==> src/rtl/usb_pll_supervisor.sv <==
// USB PLL supervisor: sequences PLL reset, qualifies lock and gates the USB domain reset.
// Optional bounded retry on lock timeout is enabled with `define PLL_SUP_RETRY_EN.
module usb_pll_supervisor #(
    parameter int PLL_RST_CYC      = 24,
    parameter int LOCK_STABLE_CYC  = 2400,
    parameter int LOCK_TIMEOUT_CYC = 240000,
    parameter int MAX_RETRY        = 3,
    parameter int CNT_W            = 8
) (
    input  logic             clkin,
    input  logic             reset,
    input  logic             lock,
    input  logic             retry_req,
    output logic             pll_reset,
    output logic             usb_rst,
    output logic             ready,
    output logic             fail,
    output logic [CNT_W-1:0] loss_cnt,
    output logic [2:0]       state_o
);

    // state     | meaning
    // RST_PLL   | PLL RESET held high for PLL_RST_CYC cycles
    // WAIT_LOCK | waiting for synchronised lock, bounded by LOCK_TIMEOUT_CYC
    // STABLE    | lock seen, qualifying for LOCK_STABLE_CYC consecutive cycles
    // RUN       | clocks valid, USB domain released
    // FAIL      | gave up; leaves only on retry_req
    typedef enum logic [2:0] {
        ST_RST_PLL   = 3'd0,
        ST_WAIT_LOCK = 3'd1,
        ST_STABLE    = 3'd2,
        ST_RUN       = 3'd3,
        ST_FAIL      = 3'd4
    } state_t;

    localparam int MAX_A   = (PLL_RST_CYC > LOCK_STABLE_CYC) ? PLL_RST_CYC : LOCK_STABLE_CYC;
    localparam int MAX_CYC = (MAX_A > LOCK_TIMEOUT_CYC) ? MAX_A : LOCK_TIMEOUT_CYC;
    localparam int TMR_W   = (MAX_CYC > 1) ? $clog2(MAX_CYC) : 1;

    localparam logic [TMR_W-1:0] RST_LAST     = TMR_W'(PLL_RST_CYC - 1);
    localparam logic [TMR_W-1:0] STABLE_LAST  = TMR_W'(LOCK_STABLE_CYC - 1);
    localparam logic [TMR_W-1:0] TIMEOUT_LAST = TMR_W'(LOCK_TIMEOUT_CYC - 1);

    state_t           state;
    state_t           state_nxt;
    logic [TMR_W-1:0] timer;
    logic             lock_m;
    logic             lock_s;
    logic             loss_inc;

    always_ff @(posedge clkin) begin
        if (reset) begin
            lock_m <= 1'b0;
            lock_s <= 1'b0;
        end else begin
            lock_m <= lock;
            lock_s <= lock_m;
        end
    end

    always_ff @(posedge clkin) begin
        if (reset) begin
            state <= ST_RST_PLL;
        end else begin
            state <= state_nxt;
        end
    end

    // One shared timer; restarting it on any transition keeps each state's budget independent.
    always_ff @(posedge clkin) begin
        if (reset) begin
            timer <= '0;
        end else if (state_nxt != state) begin
            timer <= '0;
        end else begin
            timer <= timer + 1'b1;
        end
    end

    always_ff @(posedge clkin) begin
        if (reset) begin
            loss_cnt <= '0;
        end else if (loss_inc && (loss_cnt != {CNT_W{1'b1}})) begin
            loss_cnt <= loss_cnt + 1'b1;
        end
    end

`ifdef PLL_SUP_RETRY_EN
    localparam logic [3:0] RETRY_LIMIT = 4'(MAX_RETRY);

    logic [3:0] retry_cnt;
    logic       retry_inc;
    logic       retry_clr;

    always_ff @(posedge clkin) begin
        if (reset) begin
            retry_cnt <= '0;
        end else if (retry_clr) begin
            retry_cnt <= '0;
        end else if (retry_inc) begin
            retry_cnt <= retry_cnt + 1'b1;
        end
    end
`else
    // MAX_RETRY has no effect without the retry feature; only a sanity hook consumes it.
    if (MAX_RETRY < 0) begin : g_max_retry_negative
    end
`endif

    always_comb begin
        state_nxt = state;
        loss_inc  = 1'b0;
`ifdef PLL_SUP_RETRY_EN
        retry_inc = 1'b0;
        retry_clr = 1'b0;
`endif
        unique case (state)
            ST_RST_PLL: begin
                if (timer == RST_LAST) begin
                    state_nxt = ST_WAIT_LOCK;
                end
            end
            ST_WAIT_LOCK: begin
                if (lock_s) begin
                    state_nxt = ST_STABLE;
                end else if (timer == TIMEOUT_LAST) begin
`ifdef PLL_SUP_RETRY_EN
                    retry_inc = 1'b1;
                    if (retry_cnt < RETRY_LIMIT) begin
                        state_nxt = ST_RST_PLL;
                    end else begin
                        state_nxt = ST_FAIL;
                    end
`else
                    state_nxt = ST_FAIL;
`endif
                end
            end
            ST_STABLE: begin
                if (!lock_s) begin
                    state_nxt = ST_WAIT_LOCK;
                end else if (timer == STABLE_LAST) begin
                    state_nxt = ST_RUN;
`ifdef PLL_SUP_RETRY_EN
                    retry_clr = 1'b1;
`endif
                end
            end
            ST_RUN: begin
                if (!lock_s) begin
                    state_nxt = ST_RST_PLL;
                    loss_inc  = 1'b1;
                end
            end
            ST_FAIL: begin
                if (retry_req) begin
                    state_nxt = ST_RST_PLL;
`ifdef PLL_SUP_RETRY_EN
                    retry_clr = 1'b1;
`endif
                end
            end
            default: begin
                state_nxt = ST_RST_PLL;
            end
        endcase
    end

    // Outputs decode straight from the state register so they move with the state.
    assign pll_reset = (state == ST_RST_PLL);
    assign usb_rst   = (state != ST_RUN);
    assign ready     = (state == ST_RUN);
    assign fail      = (state == ST_FAIL);
    assign state_o   = state;

endmodule

==> config.mk <==
export PLATFORM = sky130hd
export DESIGN_NAME = usb_pll_supervisor
export DESIGN_NICKNAME = d
export VERILOG_FILES = /design/src/rtl/usb_pll_supervisor.sv
export SDC_FILE = /design/constraint.sdc
export NUM_CORES = 1
export LEC_CHECK = 0
export BUFFER_PORTS_ARGS = -buffer_cell sky130_fd_sc_hd__buf_2
export CORE_UTILIZATION = 25
export CTS_CLUSTER_DIAMETER = 100
export CTS_CLUSTER_SIZE = 25
export DETAILED_ROUTE_END_ITERATION = 8
export PLACE_DENSITY = 0.47
export SYNTH_ARGS = -nofsm -noshare
export SYNTH_HDL_FRONTEND = slang
export SYNTH_SLANG_ARGS = --single-unit
==> constraint.sdc <==
create_clock -name clkin -period 1.8 [get_ports clkin]
set_clock_uncertainty 0.05 [all_clocks]
set_input_delay 0.09 -clock clkin [delete_from_list [all_inputs] [get_ports clkin]]
set_output_delay 0.09 -clock clkin [all_outputs]
set_load 0.005 [all_outputs]
# Yosys cells after proc, flatten, opt, wreduce, memory -nomap -nowiden
# Index checks and enable logic that the tools add are counted.
[totals] ff_bits=31 wordCells=30
[op_classes] eq_ne=10 reduce_logical=3 mux=10 addsub=2
[ops] op="$mux 3" count=7
[ops] op="$add 18x1->18 const B" count=1
[ops] op="$eq 18x12->1 const B" count=1
[ops] op="$eq 18x18->1 const B" count=1
[ops] op="$eq 18x5->1 const B" count=1
[ops] op="$pmux 3 s5" count=1
[ops] op="$add 8x1->8 const B" count=1
[ops] op="$ne 8x8->1 const B" count=1
[ops] op="$eq 3x2->1 const B" count=2
[ops] op="$eq 3x1->1 const B" count=1
[ops] op="$eq 3x3->1 const B" count=1
[ops] op="$logic_not 3->1" count=1
[ops] op="$ne 3x2->1 const B" count=1
[ops] op="$ne 3x3->1" count=1
[ops] op="$mux 1" count=2
[ops] op="$reduce_or 2->1" count=1
[ops] op="$logic_and 1x1->1" count=1

# Logic depth before layout (Yosys ltp)
# Gate-level depths: netlist of the first run.
[depth] ltp_word=6 ltp_mapped=7

# Worst setup path before layout of the first run
# No wires, ideal clock.
[synth_timing] kind="register to register" from="reg loss_cnt[0]" to="reg loss_cnt[5]" path_stages_with_launch=7 path_buffers=0 period_less_slack_ps=1732 setup_time_ps=128 arrival_ps=1554 slack_ps=68 path_cell_list="dfxtp_1 > ha_1 > and2_1 > a311oi_2 > nand4_1 > xor2_1 > nor2_1"
[synth_via] elab_chain_cells=2 elab_cells_between_ends=3 classes_between="add/sub (1); eq/ne (1); reduce/logical (1)"
[synth_lines] item="start: declaration" line="18" source="output logic [CNT_W-1:0] loss_cnt,"
[synth_lines] item="start signal: assignment" line="84" source="loss_cnt <= loss_cnt + 1'b1;"
[synth_lines] item="branches (longest 2 deep; another with $add 8x1->8)"
# Several ways; the timed one is not identified.
# A chain may end at the register's enable or synchronous reset.

# Worst setup path in the final report of the first run
[layout_timing] from="reg timer[5]" to="reg timer[12]"
[layout_via] elab_chain_cells=6 elab_cells_between_ends=12 classes_between="add/sub (1); eq/ne (4); mux (6); reduce/logical (1)"
[layout_lines] item="start: declaration" line="46" source="logic [TMR_W-1:0] timer;"
[layout_lines] item="start signal: assignment" line="76" source="timer <= timer + 1'b1;"
[layout_lines] item="$eq 18x12->1 / $eq 18x18->1 (equally long branches)" line="142, 126"
[layout_lines] item="$mux 3, on equally long branches" line="142, 126"
[layout_lines] item="$mux 3, on equally long branches" line="140, 124"
[layout_lines] item="$pmux 3 s5" line="117" source="unique case (state)"
[layout_lines] item="$ne 3x3->1" line="73" source="end else if (state_nxt != state) begin"
[layout_lines] item="$reduce_or 2->1 (no line)"
# Several ways; a longest one is shown, not always the timed one.

==> results of run 1 <==
==> area by class of cell <==
| class | instances | area, um2 | area share (%) |
|---|---|---|---|
| clock inverters | 1 | 5.00 | 0.276 |
| repair buffers | 35 | 233 | 12.8 |
| multi-input cells | 123 | 769 | 42.4 |
| flip-flops and latches | 31 | 621 | 34.2 |
| clock buffers | 6 | 82.6 | 4.55 |
| inverters | 4 | 15.0 | 0.827 |
| well taps | 72 | 90.1 | 4.96 |
==> cells by family (layout without fill, tap and decap cells) <==
| family | Yosys count | after routing | synth area share [%] |
|---|---|---|---|
| AND/OR/NAND/NOR | 91 | 91 | 33.7 |
| flip-flops | 31 | 31 | 43.7 |
| XOR/XNOR | 23 | 23 | 14.2 |
| AO/OA/AOI/OAI | 6 | 6 | 3.79 |
| buffers and inverters | 6 | 46 | 2.11 |
| adder cells (fa/ha/maj) | 2 | 2 | 1.76 |
| multiplexers | 1 | 1 | 0.705 |
==> where the power goes <==
part	leakage (uW)	switching, uW	internal (uW)
Clock	0.0000470	249	299
Sequential	0.000251	6.89	694
Combinational	0.000437	21.5	19.3
==> cell usage after synthesis (3+ instances only) <==
master   instances  share of area (%)
nand4_1          4                1.8
dfxtp_1         31                 44
nand2_1         11                2.9
inv_1            4                1.1
xnor2_1          8                4.9
nor4_1           4                1.8
xor2_1          15                9.3
nand3_1         14                4.9
nor3_1           3                1.1
nor2_1          33                8.7
and3_1           5                2.2
==> critical path: stages, from the launching register on <==
cell       delay, ps
dfxtp_1          340
or4b_1           540
nor3_1           190
a2bb2oi_1        130
nand4_2          110
buf_12           150
nor2_1            50
==> stage by stage <==
step                      util [%]  instances  total power [uW]  cell area, um2
after floorplan                  -        160               739            1420
after global routing          33.0        272              1360            1820
after global placement        31.1        263               756            1710
after detailed placement      31.1        263               757            1710
final                         33.0        272              1290            1820
after CTS                     32.8        271              1320            1810
==> per-layer routing <==
layer	global-route usage, %	up-vias	part of all wire, %
met1	14.1	524	52
met5	0	-	0
met4	4.53	0	1.4
met3	3.88	5	2.9
li1	-	633	-
met2	15.3	11	43
==> flip-flops by register name (all words and copies together), names as in the netlist <==
signal    flops
lock_s        1
loss_cnt      8
state_o       3
lock_m        1
timer        18
==> worst max path at each step <==
stage / startpoint / endpoint / cells after the start
6_report: timer[5]$_SDFF_PP0_ / timer[12]$_SDFF_PP0_ / 6
4_1_cts: timer[14]$_SDFF_PP0_ / timer[15]$_SDFF_PP0_ / 6
2_1_floorplan: loss_cnt[0]$_SDFFE_PP0P_ / loss_cnt[5]$_SDFFE_PP0P_ / 6
5_1_grt: timer[5]$_SDFF_PP0_ / timer[10]$_SDFF_PP0_ / 6
3_3_place_gp: timer[5]$_SDFF_PP0_ / timer[12]$_SDFF_PP0_ / 6
3_5_place_dp: timer[14]$_SDFF_PP0_ / state_o[2]$_SDFF_PP0_ / 5
==> repair_timing <==
item / in CTS / in global routing
hold buffers: 1 / 0
buffers inserted: 0 / 1
hold endpoints to repair: 1 / 0
endpoints found under the setup margin: 0 / 4
gates resized for setup: 0 / 0
==> flow_metrics.env, run 1 <==
export IMPL_firstDrtPassIters=4
export IMPL_first_global_vias=1084
export IMPL_setup_ws_ps=133
export IMPL_period_needed_ps=1670
export IMPL_ctsHtreeMaxLevel=2
export IMPL_whs_ps=50.9
export IMPL_first_iter_violations=33
export IMPL_cts_max_path_buffers=2
export IMPL_fin_tns_setup_ps=0
export IMPL_cts_root_buf="clkbuf_8"
export IMPL_rrSetupSlack_ps=130
export IMPL_hp_start="retry_req"
export IMPL_tightest_slew_ps=460
export IMPL_power_density_mw_per_mm2=711
export IMPL_layout_commonest_cell="nor2_1"
export IMPL_hold_path_end="state_o[2]$_SDFF_PP0_"
export IMPL_antenna_cells=0
export IMPL_ant_nets=0
export IMPL_crit_type="reg -> reg"
export IMPL_place_gp_congestion=0.717
export IMPL_syn_num_nets=166
export IMPL_rows=27
export IMPL_slew_violations=0
export IMPL_routedWlPerCell_um=10.6
export IMPL_nNetsFinal=206
export IMPL_relSlewSlack_pct=68.9
export IMPL_hp_class="in -> reg"
export IMPL_initial_core_util_pct=25.8
export IMPL_critical_path_startpoint_type="register"
export IMPL_post_synth_cell_area_avg_um2=8.88
export IMPL_layout_common_cells="nor2_1, dfxtp_1, buf_2, xor2_1, buf_4"
export IMPL_grt_usage_pct=10.6
export IMPL_setup_violations=0
export IMPL_chipHeight_um=77.4
export IMPL_clock_sinks=31
export IMPL_syn2layout_area_growth_pct=27.8
export IMPL_timing_rr_start="timer[5]$_SDFF_PP0_"
export IMPL_rsz0062_at_grt="no"
export IMPL_hold_violations=0
export IMPL_grt_pass1_wl_mm=4.97
export IMPL_drt_wl_total_mm=2.89
export IMPL_period_share_pct=92.6
export IMPL_critPathCaptureType="register"
export IMPL_crit_fanout=15
export IMPL_cp_data_arrival_time_ps=1790
export IMPL_cts_tree="built"
export IMPL_min_path_cells=3
export IMPL_numCtsBuffers=5
export IMPL_clock_fmax_mhz=600
export IMPL_n_fill_cell=586
export IMPL_yosys_warnings=0
export IMPL_via_per_inst=4.31
export IMPL_clk_latency_ps=280
export IMPL_die_w_um=77.4
export IMPL_grt_overflow=0
export IMPL_layout_drive_gt1_share_pct=24.0
export IMPL_ys_seq_area_share_pct=43.7
export IMPL_dp_hpwl_mm=2.14
export IMPL_ios=19
export IMPL_port_buffers=18
export IMPL_synth_area_mm2=0.00142
export IMPL_p_leak_uw=0.000735
export IMPL_antenna_found_initial=0
export IMPL_drv_cap=0
export IMPL_synthArstFlopShare_pct=0
export IMPL_synthFlopType="dfxtp_1"
export IMPL_fp_coreArea_mm2=0.00551
export IMPL_dpl_worst_slack_ps=82.4
export IMPL_grt_max_degree=16
export IMPL_drc_errors=0
export IMPL_status="complete, no violations"
export IMPL_clk_pin_slew_ps=60
export IMPL_r2r_cells=6
export IMPL_peakVddDrop_v=0.000289
export IMPL_syn_inst=160
export IMPL_synth_edf_count=0
export IMPL_required_ps=1930
export IMPL_vias=1173
export IMPL_dieArea_mm2=0.00599
export IMPL_ys_types=36
export IMPL_reg2reg_to="timer[12]$_SDFF_PP0_"
export IMPL_ys_ff_latch=31
No activity file was read; power rests on OpenSTA's default activity.
==> run 2: changes to the inputs <==
Settings changed: ABC_AREA set to 1, CORE_ASPECT_RATIO set to 0.6.
==> run 2 against run 1 <==
Combinational power grew 72%. Die area grew 18%. Sequential share of layout area shrank 3.5 points. Area after synthesis grew 19%. Count of clock-buffer cells in the layout is the same. Via count grew 20%. Synthesized cell count grew 43%. Register-to-register slack is essentially flat. Critical endpoint is now timer[13]$_SDFF_PP0_. Highest routed layer unchanged. Routed wire length grew 28%.
==> flow_metrics.env, run 2 <==
export IMPL_peakVddDrop_v=0.000220
export IMPL_ys_ff_latch=31
export IMPL_critPathCaptureType="register"
export IMPL_clock_fmax_mhz=598
export IMPL_clk_pin_slew_ps=60
export IMPL_place_gp_congestion=0.801
export IMPL_hp_start="reset"
export IMPL_period_share_pct=93.0
export IMPL_grt_max_degree=14
export IMPL_p_int_uw=983
export IMPL_largest_register_ffs=18
export IMPL_crit_fanout=6
export IMPL_p_sw_uw=276
export IMPL_syn_num_nets=234
export IMPL_slew_violations=0
export IMPL_antenna_found_initial=0
export IMPL_ios=19
export IMPL_post_synth_cell_area_avg_um2=7.39
export IMPL_pwr_share_seq_pct=55.6
export IMPL_cp_endpoint="timer[13]$_SDFF_PP0_"
export IMPL_crit_top_cell="nand2_1"
export IMPL_vias=1402
export IMPL_drt_wl_total_mm=3.69
export IMPL_dpl_worst_slack_ps=76.7
export IMPL_netlist_top_cells_area="dfxtp_1, nand2_1, nor2_1"
export IMPL_clockPowerShare_pct=38.8
export IMPL_power_density_mw_per_mm2=622
export IMPL_grt_pass1_wl_mm=6.13
export IMPL_timing_rr_start="timer[1]$_SDFF_PP0_"
export IMPL_relSlewSlack_pct=81.2
export IMPL_syn_inst=228
export IMPL_crit_path_top_delay_cell="dfxtp_1"
export IMPL_wl_met3_um=136
export IMPL_cp_top_family="simple AND/OR/NAND/NOR gates"
export IMPL_syn2layout_area_growth_pct=20.2
export IMPL_ys_seq_area_share_pct=36.8
export IMPL_status="complete, no violations"
export IMPL_fin_tns_setup_ps=0
export IMPL_cp_num_cells=13
export IMPL_drv_cap=0
export IMPL_first_global_vias=1264
export IMPL_required_ps=1920
export IMPL_synth_edf_count=0
export IMPL_via_per_inst=4.10
export IMPL_chipHeight_um=65.6
export IMPL_cts_tree="built"
export IMPL_setup_violations=0
export IMPL_place_inst=334
export IMPL_drc_errors=0
export IMPL_reg2reg_to="timer[13]$_SDFF_PP0_"
export IMPL_dp_hpwl_mm=2.84
export IMPL_ant_nets=0
export IMPL_synthTopCellsByCount="nand2_1, nor2_1, dfxtp_1, inv_1, xor2_1"
export IMPL_layout_commonest_cell="nor2_1"
export IMPL_clk_latency_ps=270
export IMPL_layout_common_cells="nor2_1, nand2_1, inv_1, dfxtp_1, buf_2"
export IMPL_comb_power_share_pct=5.6
export IMPL_r2r_cells=13
export IMPL_tightest_slew_ps=282
export IMPL_fp_coreArea_mm2=0.00630
export IMPL_initial_core_util_pct=26.7
export IMPL_dieArea_mm2=0.00708
export IMPL_numCtsBuffers=5
export IMPL_cts_root_buf="clkbuf_8"
export IMPL_layout_drive_gt1_share_pct=24.4
export IMPL_switching_share_pct=21.9
export IMPL_clock_sinks=31
export IMPL_setup_ws_ps=127
export IMPL_top_register="timer"
export IMPL_wl_met2_mm=1.23
export IMPL_whs_ps=41.9
export IMPL_die_w_um=108
export IMPL_routedWlPerCell_um=10.8
export IMPL_wl_met1_mm=2.28
export IMPL_critical_path_startpoint_type="register"
export IMPL_port_buffers=18
export IMPL_path_buf_inv=2
export IMPL_antenna_cells=0
export IMPL_ctsHtreeMaxLevel=2
export IMPL_grt_usage_pct=11.5
export IMPL_rows=22
export IMPL_hp_class="in -> reg"
export IMPL_rrSetupSlack_ps=130
export IMPL_firstDrtPassIters=4
export IMPL_p_leak_uw=0.000835
export IMPL_fin_cells=342
export IMPL_yosys_warnings=0
export IMPL_rsz0062_at_grt="no"
export IMPL_yosysTopAreaCell="dfxtp_1"
export IMPL_synthFlopType="dfxtp_1"
export IMPL_ys_types=25
export IMPL_cts_max_path_buffers=2
export IMPL_cp_data_arrival_time_ps=1790
export IMPL_synth_top_area_share_pct=36.8
export IMPL_synthArstFlopShare_pct=0
export IMPL_grt_overflow=0
export IMPL_period_needed_ps=1670
export IMPL_nNetsFinal=265
export IMPL_synth_area_mm2=0.00168
export IMPL_crit_type="reg -> reg"
export IMPL_cp_cell_sequence="ha_1 > nand2_1 > inv_2 > nand2_2 > nor2_4 > nand2_1 > nand2_1 > nand2_1 > nand2_1 > nand2_2 > nand2_4 > clkbuf_16 > nor2_1"
export IMPL_hold_violations=0
export IMPL_cp_startpoint="timer[1]$_SDFF_PP0_"
export IMPL_n_fill_cell=693
export IMPL_cpPeakStageDelay_ps=340
export IMPL_routed_top_layer="met4"
export IMPL_first_iter_violations=69
## run 2: area by class of cell
type	instances	area (um2)	share of cell area, %
Clock buffer	6	72.6	3.58
Sequential cell	31	622	30.7
Timing Repair Buffer	26	186	9.21
Multi-Input combinational cell	158	900	44.4
Tap cell	84	105	5.19
Inverter	37	139	6.86
## run 2: how the worst min path moves through the flow
stage                                to  slack [ps]  cells past startpoint
3_5_place_dp          lock_m$_SDFF_PP0_         280                      3
3_3_place_gp          lock_m$_SDFF_PP0_         270                      3
2_1_floorplan  loss_cnt[7]$_SDFFE_PP0P_         110                      1
5_1_grt               lock_s$_SDFF_PP0_          40                      2
6_report          state_o[0]$_SDFF_PP0_          40                      2
4_1_cts               lock_s$_SDFF_PP0_          40                      2
## run 2: cell families after synthesis
group | count (synthesis) | share of synthesized area [%]
adders and majority gates | 2 | 1.49
AOI/OAI and AO/OA | 19 | 6.02
buffers and inverters | 39 | 9.88
and+or+nand+nor | 120 | 36.9
xor gates and xnor gates | 17 | 8.84
DFF | 31 | 36.9
## run 2: layer usage
metal  GRT usage (%)  vias to the layer above
li1                -                      768
met1            18.6                      619
met2            12.9                       13
met3            3.67                        2
met4            4.62                        0
met5               0                        -
## run 2: worst register-to-register path: stages, from the launching register on
cell and delay (ps):
dfxtp_1 340, ha_1 180, nand2_1 80, inv_2 70, nand2_2 70, nor2_4 140
nand2_1 60, nand2_1 50, nand2_1 60, nand2_1 80, nand2_2 60, nand2_4 100
clkbuf_16 180, nor2_1 40
## run 2: power by group through the flow
stage / Clock (uW) / Combinational (uW) / Sequential [uW]
final: 489 / 70.0 / 700
after detailed placement: 0 / 60.9 / 715
after CTS: 520 / 62.9 / 700
after global routing: 553 / 76.4 / 700
after floorplan: 0 / 41.9 / 715
after global placement: 0 / 61.0 / 715
## run 2: metrics by stage
step                utilization (%)  area [um2]  power, uW
floorplan                         -        1680        757
global placement               30.3        1910        776
detailed placement             30.3        1910        776
CTS                            31.6        1990       1280
global route                   32.1        2020       1330
finish                         32.1        2020       1260
## run 2: timing repair
item	in CTS	in global routing
setup endpoints to repair	0	19
hold endpoints to repair	1	0
gates resized for setup	0	4
buffers inserted	0	0
hold buffers	1	0
==> run 3: changes to the inputs <==
Settings changed: PLACE_DENSITY 0.47 to 0.46.
Clock period 1.8 ns to 1.9 ns, I/O delays scaled along.
==> run 3 against run 2 <==
Cell count did not move. Power rose by 5.3%. Flip-flop and latch count did not move. Die area unchanged. Critical endpoint is now timer[17]$_SDFF_PP0_. Largest cell class unchanged. Largest power group unchanged.
==> flow_metrics.env, run 3 (same netlist as run 2, synthesis figures left out) <==
export IMPL_dieArea_mm2=0.00708
export IMPL_port_buffers=18
export IMPL_crit_type="reg -> reg"
export IMPL_required_ps=2020
export IMPL_vias=1424
export IMPL_multi_input_area_um2=913
export IMPL_critical_path_startpoint_type="register"
export IMPL_cts_root_buf="clkbuf_8"
export IMPL_wl_met2_mm=1.22
export IMPL_wl_met3_um=231
export IMPL_power_density_mw_per_mm2=644
export IMPL_critPathCaptureType="register"
export IMPL_rows=22
export IMPL_numCtsBuffers=5
export IMPL_setup_violations=0
export IMPL_antenna_cells=0
export IMPL_p_leak_uw=0.000845
export IMPL_nNetsFinal=263
export IMPL_regArea_um2=621
export IMPL_cts_tree="built"
export IMPL_ant_nets=0
export IMPL_path_buf_inv=2
export IMPL_clk_pin_slew_ps=70
export IMPL_place_gp_congestion=0.774
export IMPL_grt_max_degree=13
export IMPL_n_fill_cell=688
export IMPL_period_needed_ps=1780
export IMPL_status="complete, no violations"
export IMPL_crit_path_top_delay_cell="dfxtp_1"
export IMPL_layout_common_cells="nor2_1, nand2_1, inv_1, dfxtp_1, buf_2"
export IMPL_antenna_found_initial=0
export IMPL_firstDrtPassIters=5
export IMPL_tightest_slew_ps=286
export IMPL_grt_usage_pct=12.0
export IMPL_hold_violations=0
export IMPL_grt_pass1_wl_mm=6.20
export IMPL_via_per_inst=4.16
export IMPL_syn2layout_area_growth_pct=22.2
export IMPL_relSlewSlack_pct=80.9
export IMPL_wl_met1_mm=2.40
export IMPL_cp_data_arrival_time_ps=1900
export IMPL_fin_tns_setup_ps=0
export IMPL_clk_latency_ps=290
export IMPL_crit_fanout=6
export IMPL_top_register="timer"
export IMPL_drt_wl_total_mm=3.92
export IMPL_grt_overflow=0
export IMPL_chipHeight_um=65.6
export IMPL_drv_cap=0
export IMPL_clock_fmax_mhz=562
export IMPL_peakVddDrop_v=0.000232
export IMPL_cpPeakStageDelay_ps=360
export IMPL_drc_errors=0
export IMPL_initial_core_util_pct=26.7
export IMPL_dp_hpwl_mm=2.85
export IMPL_fp_coreArea_mm2=0.00630
export IMPL_die_w_um=108
export IMPL_largest_register_ffs=18
export IMPL_ios=19
export IMPL_cts_max_path_buffers=2
export IMPL_ctsHtreeMaxLevel=2
export IMPL_dpl_worst_slack_ps=129
export IMPL_routed_top_layer="met4"
export IMPL_rsz0062_at_grt="no"
export IMPL_cp_cell_sequence="ha_2 > nand2_1 > inv_1 > nand2_2 > nor2_4 > nand2_1 > nand2_1 > nand2_1 > nand2_1 > nand2_2 > nand2_8 > clkbuf_16 > nor2_4"
export IMPL_slew_violations=0
export IMPL_period_share_pct=93.6
export IMPL_routedWlPerCell_um=11.5
export IMPL_layout_drive_gt1_share_pct=24.4
export IMPL_hp_class="in -> reg"
export IMPL_crit_top_cell="nand2_1"
export IMPL_first_iter_violations=98
export IMPL_first_global_vias=1265
export IMPL_cp_top_family="simple AND/OR/NAND/NOR gates"
export IMPL_setup_ws_ps=122
export IMPL_clock_sinks=31
run 3: cell count changes in the layout (fill, tap and decap cells not counted), sizes merged:
cell | before | now
buf | 24 | 22
clkbuf | 7 | 9
run 3: layout make-up:
type,instances,share of cell area (%)
Multi-Input combinational cell,158,44.4
Sequential cell,31,30.2
Timing Repair Buffer,24,8.75
Inverter,37,6.75
Tap cell,84,5.11
Clock buffer,8,4.86
run 3: worst paths after layout:
check	from	to	slack, ps	cells after the start
worst max-delay path	timer[1]$_SDFF_PP0_	timer[17]$_SDFF_PP0_	120	13
worst min-delay path	reset	loss_cnt[7]$_SDFFE_PP0P_	40	2
worst max register to register	timer[1]$_SDFF_PP0_	timer[17]$_SDFF_PP0_	120	13
worst min register to register	lock_m$_SDFF_PP0_	lock_s$_SDFF_PP0_	350	2
run 3: repair_timing:
item | CTS | global route
hold buffers | 1 | 0
setup buffers | 0 | 0
resized for setup | 0 | 4
endpoints found under the hold margin | 1 | 0
setup endpoints to repair | 0 | 11
run 3: layer usage:
layer | vias to the layer above | GRT usage, %
met3 | 5 | 3.77
met5 | - | 0
met1 | 615 | 19.2
met2 | 37 | 12.8
met4 | 0 | 6.16
li1 | 767 | -
run 3: where the power goes:
group	internal, uW	switching (uW)	total [uW]	leakage, uW
combinational	32.9	38.6	71.5	0.000543
sequential	657	5.99	663	0.000251
clock	331	260	591	0.0000515
total	1020	305	1330	0.000845
run 3: per-stage QoR:
step / total power [uW] / hold slack (ps) / util, % / cell area [um2] / std cells
2_1_floorplan: 717 / 114 / - / 1680 / 228
3_3_place_gp: 739 / 285 / 30.3 / 1910 / 332
3_5_place_dp: 740 / 289 / 30.3 / 1910 / 332
4_1_cts: 1340 / 28.7 / 32.0 / 2020 / 341
5_1_grt: 1370 / 40.4 / 32.7 / 2060 / 342
6_report: 1330 / 42.4 / 32.7 / 2060 / 342
